==> src/rtl/ms_stopwatch.sv <==
// ms_stopwatch: millisecond stopwatch with saturation and an optional BCD mirror.
//
// A start pulse opens a measurement. A free-running cycle counter divides clk
// down to millisecond ticks, and each tick advances elapsed_ms. The measurement
// ends on a stop pulse or when the count saturates at MAX_MS. Results then hold
// in DONE until start, clear or reset.
//
// Parameters:
//   MAX_MS       largest reportable count in ms (at most 9999)
//   CLKS_PER_MS  clk cycles per millisecond (at least 2)
//
// Ports:
//   clk          rising-edge clock
//   reset        synchronous, active-low reset
//   start        single-cycle request to begin a measurement (ignored in RUN)
//   stop         single-cycle request to end a measurement (RUN only)
//   clear        synchronous return to IDLE with zeroed results
//   elapsed_ms   elapsed milliseconds, binary
//   elapsed_bcd  elapsed milliseconds as 4 BCD digits, [15:12] = thousands
//   running      high while in RUN
//   valid        high while in DONE
//   overflow     high in DONE when the count saturated at MAX_MS
//
// Build option: define STOPWATCH_BCD_EN to keep elapsed_bcd as a BCD counter.
// Without it, elapsed_bcd is tied to zero and no BCD logic is built.
//
// state | meaning
// IDLE  | no measurement; all outputs zero
// RUN   | counting clk cycles and milliseconds
// DONE  | measurement finished; results frozen

module ms_stopwatch #(
    parameter int MAX_MS      = 9999,
    parameter int CLKS_PER_MS = 50000
) (
    input  logic                         clk,
    input  logic                         reset,
    input  logic                         start,
    input  logic                         stop,
    input  logic                         clear,
    output logic [$clog2(MAX_MS+1)-1:0]  elapsed_ms,
    output logic [15:0]                  elapsed_bcd,
    output logic                         running,
    output logic                         valid,
    output logic                         overflow
);

    localparam int W  = $clog2(MAX_MS + 1);
    localparam int CW = $clog2(CLKS_PER_MS);
    localparam logic [CW-1:0] CNT_LAST = CW'(CLKS_PER_MS - 1);
    localparam logic [W-1:0]  MS_MAX   = W'(MAX_MS);

    typedef enum logic [1:0] {IDLE, RUN, DONE} state_t;

    state_t          state;
    logic [CW-1:0]   cyc_cnt;
    logic            tick;
    logic            zero_all;
    logic            bump;

    assign tick = (state == RUN) && (cyc_cnt == CNT_LAST);

    // zero_all covers reset, clear and the start of a new measurement. bump is
    // a tick that still has room to count. Both are shared with the BCD counter
    // so that it moves on exactly the same edges as elapsed_ms.
    assign zero_all = !reset || clear || ((state != RUN) && start);
    assign bump     = tick && (elapsed_ms != MS_MAX);

    always_ff @(posedge clk) begin
        if (!reset || clear) begin
            state      <= IDLE;
            cyc_cnt    <= '0;
            elapsed_ms <= '0;
            running    <= 1'b0;
            valid      <= 1'b0;
            overflow   <= 1'b0;
        end else begin
            case (state)
                IDLE, DONE: begin
                    if (start) begin
                        state      <= RUN;
                        cyc_cnt    <= '0;
                        elapsed_ms <= '0;
                        running    <= 1'b1;
                        valid      <= 1'b0;
                        overflow   <= 1'b0;
                    end
                end
                RUN: begin
                    if (tick) begin
                        cyc_cnt <= '0;
                        if (bump) begin
                            elapsed_ms <= elapsed_ms + W'(1);
                        end else begin
                            overflow <= 1'b1;
                        end
                    end else begin
                        cyc_cnt <= cyc_cnt + CW'(1);
                    end
                    // A stop on a tick edge still takes that tick's
                    // increment (or saturation) above before freezing.
                    if (stop || (tick && !bump)) begin
                        state   <= DONE;
                        running <= 1'b0;
                        valid   <= 1'b1;
                    end
                end
                default: begin
                    state   <= IDLE;
                    running <= 1'b0;
                    valid   <= 1'b0;
                end
            endcase
        end
    end

`ifdef STOPWATCH_BCD_EN
    logic [15:0] bcd_next;

    // Ripple a decimal carry through the digits. The thousands digit never
    // wraps, because no increment happens at MAX_MS and MAX_MS is at most 9999.
    always_comb begin
        bcd_next = elapsed_bcd;
        if (elapsed_bcd[3:0] != 4'd9) begin
            bcd_next[3:0] = elapsed_bcd[3:0] + 4'd1;
        end else begin
            bcd_next[3:0] = 4'd0;
            if (elapsed_bcd[7:4] != 4'd9) begin
                bcd_next[7:4] = elapsed_bcd[7:4] + 4'd1;
            end else begin
                bcd_next[7:4] = 4'd0;
                if (elapsed_bcd[11:8] != 4'd9) begin
                    bcd_next[11:8] = elapsed_bcd[11:8] + 4'd1;
                end else begin
                    bcd_next[11:8]  = 4'd0;
                    bcd_next[15:12] = elapsed_bcd[15:12] + 4'd1;
                end
            end
        end
    end

    always_ff @(posedge clk) begin
        if (zero_all) begin
            elapsed_bcd <= 16'h0000;
        end else if (bump) begin
            elapsed_bcd <= bcd_next;
        end
    end
`else
    logic unused_bcd;
    assign unused_bcd  = zero_all;
    assign elapsed_bcd = 16'h0000;
`endif

endmodule
==> config.mk <==
export PLATFORM = sky130hd
export DESIGN_NAME = ms_stopwatch
export DESIGN_NICKNAME = d
export VERILOG_FILES = /design/src/rtl/ms_stopwatch.sv
export SDC_FILE = /design/constraint.sdc
export NUM_CORES = 1
export LEC_CHECK = 0
export CAP_MARGIN = 5
export CORE_ASPECT_RATIO = 1.75
export CORE_MARGIN = 4
export CORE_UTILIZATION = 30
export CTS_BUF_LIST = sky130_fd_sc_hd__clkbuf_4 sky130_fd_sc_hd__clkbuf_8
export CTS_CLUSTER_DIAMETER = 40
export DETAILED_ROUTE_END_ITERATION = 6
export MAX_ROUTING_LAYER = met4
export SKIP_LAST_GASP = 1
export SLEW_MARGIN = 20
export SYNTH_ARGS = -nofsm -noshare
export SYNTH_HDL_FRONTEND = slang
export SYNTH_SLANG_ARGS = --single-unit
==> constraint.sdc <==
create_clock -name clk -period 3.9 [get_ports clk]
set_clock_uncertainty 0.2 [all_clocks]
set_input_delay 0.39 -clock clk [delete_from_list [all_inputs] [get_ports clk]]
set_output_delay 0.39 -clock clk [all_outputs]
set_load 0.01 [all_outputs]
==> results of run 1 <==
## power breakdown
part	internal, mW	switching, mW	total (mW)
clock	0.150	0.137	0.286
combinational	0.0144	0.0353	0.0498
sequential	0.348	0.00269	0.351
## cells in the final DEF (no fill, tap or decap), types with 3 or more instances in the layout
cell type                         synthesis  layout
sky130_fd_sc_hd__dfxtp_1                 34      34
sky130_fd_sc_hd__clkdlybuf4s50_1          0      21
sky130_fd_sc_hd__nand2_1                 18      18
sky130_fd_sc_hd__nand4_1                 18      18
sky130_fd_sc_hd__nor2_1                  16      16
sky130_fd_sc_hd__conb_1                   1      16
sky130_fd_sc_hd__nand3_1                 12      12
sky130_fd_sc_hd__a21oi_1                 11      11
sky130_fd_sc_hd__o21ai_0                 11      11
sky130_fd_sc_hd__a31oi_1                  8       8
sky130_fd_sc_hd__nor4_1                   7       7
sky130_fd_sc_hd__nor3_1                   7       7
sky130_fd_sc_hd__xnor2_1                  6       6
sky130_fd_sc_hd__or3_1                    6       6
sky130_fd_sc_hd__clkbuf_8                 0       6
sky130_fd_sc_hd__and3_1                   5       5
sky130_fd_sc_hd__and4_1                   5       5
sky130_fd_sc_hd__o31ai_1                  5       5
sky130_fd_sc_hd__inv_1                    4       4
sky130_fd_sc_hd__nor2b_1                  4       4
sky130_fd_sc_hd__or4_1                    4       4
sky130_fd_sc_hd__mux2i_1                  4       4
sky130_fd_sc_hd__nand2b_1                 3       3
sky130_fd_sc_hd__nor4b_1                  3       3
sky130_fd_sc_hd__nor4bb_1                 3       3
sky130_fd_sc_hd__o211ai_1                 3       3
sky130_fd_sc_hd__a31o_2                   3       3
sky130_fd_sc_hd__a2111oi_0                3       3
sky130_fd_sc_hd__buf_4                   16       3
## per-layer routing
| metal | vias up | global-route usage [%] | part of all wire (%) |
|---|---|---|---|
| li1 | 1049 | - | - |
| met2 | 103 | 27.5 | 54 |
| met5 | - | - | 0 |
| met3 | 34 | 2.16 | 5.6 |
| met4 | 0 | 10.6 | 5.6 |
| met1 | 1051 | 14.9 | 35 |
## flip-flops by register name, indices dropped and copies added (netlist names)
signal      flops
cyc_cnt        16
running         1
overflow        1
state           2
elapsed_ms     14
## cell type report
| cell class | count | area, µm² | area share (%) |
|---|---|---|---|
| inverter | 4 | 15.0 | 0.600 |
| clock inverter | 1 | 5.00 | 0.200 |
| multi-input combinational | 215 | 1370 | 54.8 |
| clock buffer | 7 | 90.1 | 3.60 |
| timing repair buffer | 24 | 233 | 9.30 |
| tap | 86 | 108 | 4.30 |
| sequential | 34 | 681 | 27.2 |
## through the flow
step,util (%),instances,setup slack (ns)
2_1_floorplan,-,285,1.78
3_3_place_gp,33.5,363,1.30
3_5_place_dp,33.5,363,1.23
4_1_cts,34.8,371,1.34
5_1_grt,34.8,371,1.12
6_report,34.8,371,1.34
## path summary, 6_finish.rpt
path	endpoint	slack [ns]	depth (start not counted)
hold reg to reg	overflow	0.30	2
hold / removal	overflow	0.30	2
setup / recovery	elapsed_ms[8]	1.34	5
setup reg to reg	elapsed_ms[8]	1.34	5
## Yosys cell counts (5+ instances only)
master	count
sky130_fd_sc_hd__o31ai_1	5
sky130_fd_sc_hd__clkbuf_1	14
sky130_fd_sc_hd__nor2_1	16
sky130_fd_sc_hd__nand3_1	12
sky130_fd_sc_hd__or3_1	6
sky130_fd_sc_hd__a21oi_1	11
sky130_fd_sc_hd__xnor2_1	6
sky130_fd_sc_hd__and4_1	5
sky130_fd_sc_hd__o21ai_0	11
sky130_fd_sc_hd__buf_4	16
sky130_fd_sc_hd__dfxtp_1	34
sky130_fd_sc_hd__nor3_1	7
sky130_fd_sc_hd__nand4_1	18
sky130_fd_sc_hd__and3_1	5
sky130_fd_sc_hd__nor4_1	7
sky130_fd_sc_hd__nand2_1	18
sky130_fd_sc_hd__a31oi_1	8
## cell families (layout without fill, tap and decap cells)
logic type                 after synthesis  in the layout  share of synthesized area, %
xor gates and xnor gates                 8              8                          3.20
other                                    1             16                         0.171
buffers and inverters                   36             36                          8.96
muxes                                    4              4                          1.83
AOI/OAI and AO/OA                       63             63                          19.9
and+or+nand+nor                        122            122                          33.7
adders and majority gates                2              2                          1.14
DFF                                     34             34                          31.1
## tightest hold or removal path: stages, from the launching register on
cell	delay, ns
sky130_fd_sc_hd__dfxtp_1	0.35
sky130_fd_sc_hd__a31oi_1	0.05
sky130_fd_sc_hd__nor2_1	0.07
==> results.rst, run 1 <==
.. list-table::
   :header-rows: 1

   * - Metric
     - Value
   * - Result of the run
     - finished clean
   * - Final hold slack
     - 0.303 ns
   * - Area of all placed cells without fillers
     - 0.00250 mm²
   * - Overall fraction of global-route tracks in use
     - 15.4%
   * - DRT Pass-1 Iters
     - 5
   * - Std-Cell Rows
     - 41
   * - Detail-routed net length per standard cell
     - 17.7 µm
   * - Average cell area after synthesis
     - 8.12 µm²
   * - Type of the tightest min-delay check
     - register to register
   * - Startpoint class of the critical path
     - register
   * - Power density over cell area
     - 275 mW/mm²
   * - Number of cells produced by synthesis
     - 270
   * - Peak supply drop
     - 0.145 mV
   * - Fraction of layout cells with a size suffix above 1
     - 6.67%
   * - Filler instances
     - 768
   * - Maximum buffer depth of the clock tree
     - 2
   * - Via count of the first global-routing pass
     - 2,163
   * - Post-synth EDFFs
     - 0
   * - Buffers and inverters on the worst path
     - 0
   * - Largest net degree at the start of global routing
     - 19
   * - Share of the yosys chip area belonging to registers
     - 31.1%
   * - Chip width
     - 72.6 µm
   * - Synth top area cells
     - sky130_fd_sc_hd__dfxtp_1, sky130_fd_sc_hd__buf_4, sky130_fd_sc_hd__nand4_1
   * - Maximum single-stage delay on the critical path
     - 0.70 ns
   * - Detail Route Antenna Nets
     - 0
   * - Aggregate routed wire length
     - 6560 µm
   * - DPL Wire Length
     - 4770 µm
   * - Hold Violations, Final
     - 0
   * - Maximum clock frequency
     - 0.391 GHz
   * - Ordered cell list for the critical path
     - ha_1 > and3_1 > nand4_1 > or4_1 > o211ai_1
   * - Placed instance area
     - 0.00241 mm²
   * - Largest fanout on the critical path
     - 14
   * - Count of H-tree levels built during CTS
     - 2
   * - DRC violation count after routing
     - 0
   * - Number of ports placed on the die boundary
     - 38
   * - Synth top area share
     - 31.1%
   * - Leak pwr
     - 0.758 nW
   * - Vias after detailed routing
     - 2,237
   * - Share of flip-flops with an asynchronous set or reset
     - 0%
   * - Number of setup violations in the final report
     - 0
   * - Post-CTS clock slew at the launch and capture registers of the worst setup and hold paths
     - 0.08 ns
   * - Crit path max-delay cell type
     - sky130_fd_sc_hd__or4_1
   * - Max-capacitance violation count
     - 0
   * - Fin crit period
     - 2.56 ns
   * - Critical register-to-register path startpoint
     - cyc_cnt[0]
   * - Initial Utilization
     - 30.5%
   * - Relative slew slack
     - 38.5%
   * - Crit path arrival time
     - 2.58 ns
   * - Endpoint kind of the worst setup timing path
     - register
   * - Worst setup startpoint
     - cyc_cnt[0]
   * - Critical Setup Path Class
     - register to register
   * - Global-route wire length before repair
     - 10,400 µm
   * - Hold bufs inserted after CTS
     - 0
   * - Clock tree from TritonCTS
     - done
   * - Flip-flop cell with the highest count after synthesis
     - sky130_fd_sc_hd__dfxtp_1
   * - Critical path's top delay family
     - simple AND/OR/NAND/NOR gates
   * - Post-cts sizing count
     - 0
   * - Launch point of the worst hold path
     - overflow
   * - Number of distinct library cell variants in the gate-level netlist after synthesis
     - 54
   * - Post-layout nets
     - 291
   * - Die footprint
     - 0.00879 mm²
   * - Post-DR vias/cell
     - 6.03
   * - Clk root buf
     - sky130_fd_sc_hd__clkbuf_8
   * - Setup repair after global routing missed its margin
     - no
   * - Pins over their slew limit
     - 0
   * - Pin slew with the least headroom to its limit
     - 0.914 ns
   * - Cell type with the highest aggregate area in the netlist
     - sky130_fd_sc_hd__dfxtp_1
   * - Clock latency on the worst-skew pair
     - 0.29 ns
   * - Number of register bits inferred by synthesis
     - 34
   * - Die outline height
     - 121 µm
   * - Number of port buffers
     - 21
   * - Post-route fraction of the period consumed by the critical path
     - 65.7%
   * - Buffer count from post-CTS setup fixing
     - 0
   * - Post-synthesis cell area
     - 0.00219 mm²
   * - Setup TNS
     - 0 ns
   * - Overall power
     - 0.687 mW
   * - Iter 0 DRT Violations
     - 247
   * - Syn-to-layout area delta
     - 14.2%
   * - Data required time of the critical path
     - 3.92 ns
   * - Overflow left after global routing
     - 0
   * - Synth Warn #
     - 0
   * - ANT cells
     - 0
   * - Floorplan core area
     - 0.00718 mm²
   * - Initial antenna violation count
     - 0
   * - Cts bufs inserted
     - 5
   * - Number of clock sinks
     - 34
   * - Final RePlAce weighted congestion
     - 0.941
No activity file was read; power rests on OpenSTA's default activity.
==> inputs of run 2 (changes only) <==
==> constraint.sdc (replaced) <==
create_clock -name clk -period 2.51 [get_ports clk]
set_clock_uncertainty 0.2 [all_clocks]
set_input_delay 0.251 -clock clk [delete_from_list [all_inputs] [get_ports clk]]
set_output_delay 0.251 -clock clk [all_outputs]
set_load 0.01 [all_outputs]
==> run 2 against run 1 <==
  * Total power rose by 56%
  * Critical path depth did not move
  * Fmax rose by 11%
  * Routed wire length rose by 4.9%
  * Worst hold slack got worse by 0.010 ns
  * Final area rose by 6.3%
  * Die area did not move
  * Flip-flop and latch count did not move
  * Core utilization rose by 2.2 points
  * Sequential power rose by 56%
  * Global-route usage rose by 1.8 points
  * Sequential share of layout area fell by 1.6 points
  * Critical path type unchanged
  * Largest power group unchanged
==> results.rst, run 2 (synthesis gave the netlist of run 1 again) <==
.. list-table::
   :header-rows: 1

   * - Metric
     - Value
   * - Syn-to-layout area delta
     - 21.3%
   * - Largest fanout on the critical path
     - 13
   * - Aggregate routed wire length
     - 6880 µm
   * - Leak pwr
     - 0.863 nW
   * - Buffers and inverters on the worst path
     - 0
   * - Global-route wire length before repair
     - 11,400 µm
   * - Detail-routed net length per standard cell
     - 17.6 µm
   * - Crit path max-delay cell type
     - sky130_fd_sc_hd__and4_1
   * - DRT Pass-1 Iters
     - 4
   * - Worst R2R Setup Slack
     - 0.21 ns
   * - Launch point of the worst hold path
     - overflow
   * - Reg with most FFs
     - cyc_cnt
   * - Clk root buf
     - sky130_fd_sc_hd__clkbuf_8
   * - Clock tree from TritonCTS
     - done
   * - Final critical-path setup slack
     - 0.212 ns
   * - Util after Layout
     - 37.0%
   * - Hold Violations, Final
     - 0
   * - Iter 0 DRT Violations
     - 178
   * - Post-route fraction of the period consumed by the critical path
     - 91.5%
   * - Crit path arrival time
     - 2.29 ns
   * - Setup slack after placement
     - 0.219 ns
   * - Max FFs per register
     - 16
   * - Via count of the first global-routing pass
     - 2,262
   * - Result of the run
     - finished clean
   * - Worst reg-to-reg path cell count
     - 5
   * - Std-Cell Rows
     - 41
   * - Detail Route Antenna Nets
     - 0
   * - Largest net degree at the start of global routing
     - 16
   * - Count of H-tree levels built during CTS
     - 2
   * - ANT cells
     - 0
   * - Die footprint
     - 0.00879 mm²
   * - Fin crit period
     - 2.30 ns
   * - Fraction of power consumed by sequential logic
     - 50.9%
   * - Setup TNS
     - 0 ns
   * - Critical path's top delay family
     - simple AND/OR/NAND/NOR gates
   * - Data required time of the critical path
     - 2.50 ns
   * - Number of ports placed on the die boundary
     - 38
   * - Pin slew with the least headroom to its limit
     - 0.593 ns
   * - Clock latency on the worst-skew pair
     - 0.30 ns
   * - DRC violation count after routing
     - 0
   * - Type of the tightest min-delay check
     - register to register
   * - Peak supply drop
     - 0.197 mV
   * - Maximum buffer depth of the clock tree
     - 2
   * - Post-cts sizing count
     - 0
   * - Proportion of total power due to net switching
     - 25.2%
   * - Overflow left after global routing
     - 0
   * - Post-DR vias/cell
     - 5.71
   * - Max-capacitance violation count
     - 0
   * - Power density over cell area
     - 403 mW/mm²
   * - Setup repair after global routing missed its margin
     - no
   * - Most common library cell in the layout ignoring fill and taps
     - sky130_fd_sc_hd__dfxtp_1
   * - Critical register-to-register path startpoint
     - elapsed_ms[0]
   * - Switching power of the nets
     - 0.270 mW
   * - Initial antenna violation count
     - 0
   * - Startpoint class of the critical path
     - register
   * - Final RePlAce weighted congestion
     - 0.895
   * - Ordered cell list for the critical path
     - ha_1 > and3_1 > and4_1 > nor3_1 > a211o_1
   * - Die outline height
     - 121 µm
   * - Pins over their slew limit
     - 0
   * - Final instance count without filler cells
     - 392
   * - Most frequent cells in the layout
     - sky130_fd_sc_hd__dfxtp_1, sky130_fd_sc_hd__buf_4, sky130_fd_sc_hd__clkdlybuf4s50_1, sky130_fd_sc_hd__nand2_1, sky130_fd_sc_hd__nand4_1
   * - Reg2Reg Capture Point
     - elapsed_ms[9]
   * - Clk pwr share
     - 41.4%
   * - Fraction of layout cells with a size suffix above 1
     - 13.1%
   * - Endpoint kind of the worst setup timing path
     - register
   * - Maximum clock frequency
     - 0.435 GHz
   * - Post-layout nets
     - 312
   * - Floorplan core area
     - 0.00718 mm²
   * - WHS Path Cells
     - 2
   * - Relative slew slack
     - 60.5%
   * - Post-CTS clock slew at the launch and capture registers of the worst setup and hold paths
     - 0.08 ns
   * - WHS Endpoint
     - overflow
   * - Top Registers
     - cyc_cnt: 16 flops, elapsed_ms: 14 flops, state: 2 flops
   * - Cts bufs inserted
     - 5
   * - DPL Wire Length
     - 5340 µm
   * - Vias after detailed routing
     - 2,240
   * - Maximum single-stage delay on the critical path
     - 0.59 ns
   * - Initial Utilization
     - 30.5%
   * - Buffer count from post-CTS setup fixing
     - 0
   * - Design internal power
     - 0.802 mW
   * - Share of total power in combinational logic
     - 7.7%
   * - Number of setup violations in the final report
     - 0
   * - Number of clock sinks
     - 34
   * - Number of port buffers
     - 21
   * - Placed Instances
     - 384
   * - Overall fraction of global-route tracks in use
     - 17.3%
   * - Chip width
     - 72.6 µm
   * - Hold bufs inserted after CTS
     - 0
   * - Critical Setup Path Class
     - register to register
   * - Final hold slack
     - 0.293 ns
==> run 2: tightest hold or removal path, stage by stage (launching register included) <==
cell	delay, ns
sky130_fd_sc_hd__dfxtp_1	0.34
sky130_fd_sc_hd__a31oi_1	0.05
sky130_fd_sc_hd__nor2_1	0.07
==> run 2: routing by layer <==
metal,global-route usage [%],share of wire [%],wire length (µm)
met2,31.2,57,3890
met3,2.57,3.9,271
met4,11.8,6.0,416
met1,16.2,33,2300
met5,-,0,0
==> run 2: stage by stage <==
| stage | cell area, µm² | total power [mW] |
|---|---|---|
| 3_3_place_gp | 2560 | 0.639 |
| 3_5_place_dp | 2560 | 0.639 |
| 2_1_floorplan | 2250 | 0.625 |
| 6_report | 2660 | 1.07 |
| 5_1_grt | 2660 | 1.12 |
| 4_1_cts | 2660 | 1.09 |
==> run 2: worst max-delay path by stage <==
stage / startpoint / end / slack [ns] / cells past startpoint
final: elapsed_ms[0] / elapsed_ms[9] / 0.21 / 5
after global routing: elapsed_ms[4] / elapsed_ms[9] / 0.10 / 4
after CTS: elapsed_ms[0] / elapsed_ms[9] / 0.21 / 5
after detailed placement: elapsed_ms[0] / elapsed_ms[9] / 0.22 / 5
after global placement: elapsed_ms[0] / elapsed_ms[9] / 0.22 / 5
after floorplan: cyc_cnt[10] / elapsed_ms[13] / 0.39 / 4
==> run 2: power groups by stage <==
stage,logic [mW],registers [mW],clock network (mW)
after CTS,0.0814,0.545,0.465
after global placement,0.0807,0.558,0
final,0.0821,0.546,0.444
after floorplan,0.0696,0.556,0
after global routing,0.0913,0.546,0.480
after detailed placement,0.0810,0.558,0
==> run 2: layout make-up <==
| type | count | area [µm²] |
|---|---|---|
| well taps | 86 | 108 |
| repair buffers | 45 | 390 |
| multi-input cells | 215 | 1370 |
| inverters | 4 | 15.0 |
| clock inverters | 1 | 5.00 |
| fillers | 770 | 4520 |
| clock buffers | 7 | 90.1 |
| flip-flops and latches | 34 | 681 |
==> RTL edit 1: new RTL, flow settings as in run 2 <==
Register the inputs `start`, `stop` and `clear` before use. The logic sees them one clock later. Comments in the files are not updated.
--- a/src/rtl/ms_stopwatch.sv
+++ b/src/rtl/ms_stopwatch.sv
@@ -52,6 +52,16 @@
 
     typedef enum logic [1:0] {IDLE, RUN, DONE} state_t;
 
+    logic start_q;
+    logic stop_q;
+    logic clear_q;
+
+    always_ff @(posedge clk) begin
+        start_q <= start;
+        stop_q  <= stop;
+        clear_q <= clear;
+    end
+
     state_t          state;
     logic [CW-1:0]   cyc_cnt;
     logic            tick;
@@ -63,11 +73,11 @@
     // zero_all covers reset, clear and the start of a new measurement. bump is
     // a tick that still has room to count. Both are shared with the BCD counter
     // so that it moves on exactly the same edges as elapsed_ms.
-    assign zero_all = !reset || clear || ((state != RUN) && start);
+    assign zero_all = !reset || clear_q || ((state != RUN) && start_q);
     assign bump     = tick && (elapsed_ms != MS_MAX);
 
     always_ff @(posedge clk) begin
-        if (!reset || clear) begin
+        if (!reset || clear_q) begin
             state      <= IDLE;
             cyc_cnt    <= '0;
             elapsed_ms <= '0;
@@ -77,7 +87,7 @@
         end else begin
             case (state)
                 IDLE, DONE: begin
-                    if (start) begin
+                    if (start_q) begin
                         state      <= RUN;
                         cyc_cnt    <= '0;
                         elapsed_ms <= '0;
@@ -99,7 +109,7 @@
                     end
                     // A stop on a tick edge still takes that tick's
                     // increment (or saturation) above before freezing.
-                    if (stop || (tick && !bump)) begin
+                    if (stop_q || (tick && !bump)) begin
                         state   <= DONE;
                         running <= 1'b0;
                         valid   <= 1'b1;
Behaviour: not the same (Yosys sat finds a counterexample within 4 cycles, from zero or initial values).
==> RTL edit 1 against run 2 <==
Worst setup slack improved by 61 ps; non-clock buffer count increased by 1; design area increased by 2.2%; sequential power increased by 9.5%; clock power decreased by 4.5%; global-route usage decreased by 0.90 points; sequential cell count increased by 3; power increased by 3.1%; critical path type unchanged; first-iteration DRC count increased by 19%; highest routed layer unchanged; largest cell class unchanged; routed wire length decreased by 0.67%; synthesized area increased by 2.7%; critical path depth decreased by 1.
==> RTL edit 1: results (changes against run 2) <==
DRT iter0 DRCs: 211 (+19%)
Avg Vias per Cell: 5.84 (+2.1%)
WL final: 6.84 mm (-0.67%)
vias in the first global route: 2317 (+2.4%)
Clock Pin Slew Worst Setup and Hold Paths: 80 ps (about the same)
Hold Path Sink: clear_q
r2r setup slk: 270 ps (+60 ps)
status: complete, no violations
crit path DAT: 2230 ps (-60 ps)
fin nets: 316 (+1.3%)
Synth area leaders: dfxtp_1 (33%), buf_4 (5.3%), nand4_1 (5.0%)
Met2 Wirelength: 3.67 mm (-5.9%)
DRT met1 WL: 2.36 mm (+2.3%)
Hold WC Path Type: input pin to register
grt met2 use: 0.288 (-0.0239)
sequential element share of the synthesized area: 0.329 (+0.0184)
worst r2r src: elapsed_ms[6]
Overall Global Routing Usage: 0.164 (-0.00901)
met1 Resource Use GR: 0.152 (-0.00953)
Leakage: 0.000887 µW (+2.7%)
reg2reg path depth: 4 (-1)
Peak supply drop: 182 µV (-7.5%)
Setup Buffers After CTS: 0 (unchanged)
DP HPWL: 5.25 mm (-1.7%)
Rel. slew slack: 0.604 (about the same)
DP Worst Slack: 254 ps (+35.1 ps)
layout cells sized above 1: 0.132 (+0.00154)
total length of routed met3 wires: 361 µm (+33%)
M3 GR Usage: 0.0320 (+0.00626)
Hold Startpoint: clear
CP max stage delay: 640 ps (+50 ps)
global-route wire length before repair: 11.0 mm (-3.2%)
Post-synth top cells: dfxtp_1 (37), nand2_1 (18), nand4_1 (18), buf_4 (16), nor2_1 (16)
## RTL edit 1: cell types whose count changed in the layout (fill, tap and decap cells not counted), sizes merged
cell,before,now
clkinv,1,2
clkbuf,7,5
clkinvlp,0,1
buf,24,25
dfxtp,34,37
## RTL edit 1: area by class of cell
cell class / instances / area share
repair buffers: 46 / 0.146
inverters: 4 / 0.00552
clock inverters: 3 / 0.00644
well taps: 86 / 0.0396
multi-input cells: 215 / 0.504
clock buffers: 5 / 0.0253
flip-flops and latches: 37 / 0.272
## RTL edit 1: worst max-delay path by stage
| stage | end | slack (ps) | startpoint |
|---|---|---|---|
| after floorplan | elapsed_ms[13] | 390 | cyc_cnt[10] |
| after global placement | elapsed_ms[9] | 270 | elapsed_ms[6] |
| after detailed placement | elapsed_ms[9] | 250 | elapsed_ms[6] |
| after CTS | elapsed_ms[9] | 250 | elapsed_ms[6] |
| after global routing | elapsed_ms[9] | 130 | elapsed_ms[6] |
| final | elapsed_ms[9] | 270 | elapsed_ms[6] |
## RTL edit 1: kinds of logic after synthesis
kind of cell               share of synthesized area
xor gates and xnor gates                      0.0311
buffers and inverters                         0.0872
DFF                                            0.329
adders and majority gates                     0.0111
AOI/OAI and AO/OA                              0.194
and+or+nand+nor                                0.328
muxes                                         0.0178
other                                        0.00167
## RTL edit 1: metrics by stage
step	cell area, µm²	instances	hold WS (ps)
2_1_floorplan	2310	288	78.7
3_3_place_gp	2630	388	299
3_5_place_dp	2630	388	296
4_1_cts	2720	396	178
5_1_grt	2720	396	179
6_report	2720	396	188
## RTL edit 1: where the power goes
group / total (µW) / leakage, µW / switching (µW) / internal (µW)
Clock: 424 / 0.0000439 / 233 / 192
Sequential: 598 / 0.000299 / 6.46 / 591
Combinational: 83.0 / 0.000543 / 54.5 / 28.5
Total: 1110 / 0.000887 / 294 / 812
==> RTL edit 2: new RTL, settings of run 2 <==
Without the edit above. Set the parameter `CLKS_PER_MS` to 100000 (it was 50000).
--- a/src/rtl/ms_stopwatch.sv
+++ b/src/rtl/ms_stopwatch.sv
@@ -31,7 +31,7 @@
 
 module ms_stopwatch #(
     parameter int MAX_MS      = 9999,
-    parameter int CLKS_PER_MS = 50000
+    parameter int CLKS_PER_MS = 100000
 ) (
     input  logic                         clk,
     input  logic                         reset,
Formal check against the unedited RTL: same outputs for any inputs over 10 cycles, from zero or initial values; that may be too few to reach the edited logic, so the function may still have changed.
==> RTL edit 2 against run 2 <==
Power grew 7.9%; count of clock-buffer cells in the layout down 1; routed wire length shrank 23%; worst setup slack lost 46 ps; worst hold slack lost 6.3 ps; design area down 9.5%; fmax shrank 2.0%; sequential cell count increased by 1; synthesized area down 11%; critical path type unchanged; critical endpoint is now elapsed_ms[8]; highest routed layer unchanged.
==> RTL edit 2: results (changes against run 2) <==
number of non-clock buffers: 36 (-20%)
crit path DAT: 2360 ps (+70 ps)
R2R Path End: elapsed_ms[8]
Hold Path Stages: 1 (-1)
Overall Global Routing Usage: 0.146 (-0.0270)
sequential element share of the synthesized area: 0.360 (+0.0492)
# fillers: 690 (-10%)
Post-synth top cells: dfxtp_1 (35), nor2_1 (29), nand2_1 (24), buf_4 (16), o21ai_0 (14)
status: complete, no violations
XOR/XNOR share of the synthesized area: 0.0495 (+0.0175)
multiplexer area fraction after synthesis: 0.0154 (-0.00285)
Leakage: 0.000878 µW (+1.8%)
vias in the first global route: 1790 (-21%)
DP HPWL: 4.17 mm (-22%)
layout cells sized above 1: 0.103 (-0.0279)
Synth area leaders: dfxtp_1 (36%), buf_4 (6.2%), nor2_1 (5.6%)
largest net degree at the start of global routing: 12 (-4)
largest registers: cyc_cnt x17, elapsed_ms x14, state x2
Synth Area in Adders: 0.0128 (+0.00143)
DRT iter0 DRCs: 112 (-37%)
complex-gate fraction of the synthesized area: 0.177 (-0.0219)
max reg flops: 17 (+1)
fin nets: 288 (-7.7%)
final RePlAce weighted congestion: 0.869 (-2.9%)
Final WS setup: 166 ps (-46.5 ps)
wire length per cell: 14.6 µm (-17%)
Synth cell types: 46 (-15%)
multi-input gates: 199 (-7.4%)
CP max stage delay: 620 ps (+30 ps)
Hold Path Sink: cyc_cnt[16]
Signal buf overhead: 0.134 (-0.0127)
total number of vias: 1863 (-17%)
Seq/total area: 0.291 (+0.0350)
# clk buffers: 6 (-1)
Clock Latency Late Sink: 290 ps
hold slack final: 287 ps (-6.28 ps)
FFs & Latches: 35 (+2.9%)
clk tree area frac: 0.0488 (+0.0131)
global-route wire length before repair: 8.34 mm (-27%)
## RTL edit 2: cell count changes in the layout (fill, tap and decap cells not counted), moves of 4 or more
cell,before,now
o31ai_1,5,0
nor2_1,16,29
xor2_1,2,9
xnor2_1,6,2
nand2_1,18,24
buf_4,24,15
nand4_1,18,9
nor4_1,7,2
## RTL edit 2: layer usage
| layer | global-route usage | vias to the layer above | share of wire |
|---|---|---|---|
| met5 | - | - | 0 |
| met4 | 0.0768 | 0 | 0.040 |
| met3 | 0.0216 | 17 | 0.038 |
| met1 | 0.132 | 867 | 0.37 |
| met2 | 0.274 | 55 | 0.55 |
| li1 | - | 924 | - |
## RTL edit 2: per-stage QoR
step / cells / instance area [µm²]
floorplan: 258 / 2000
global placement: 354 / 2290
detailed placement: 354 / 2290
CTS: 362 / 2410
global route: 362 / 2410
finish: 362 / 2410
## RTL edit 2: power breakdown
group / internal [µW] / switching [µW]
Combinational: 23.3 / 46.8
Sequential: 557 / 1.93
Clock: 321 / 206
Total: 902 / 255
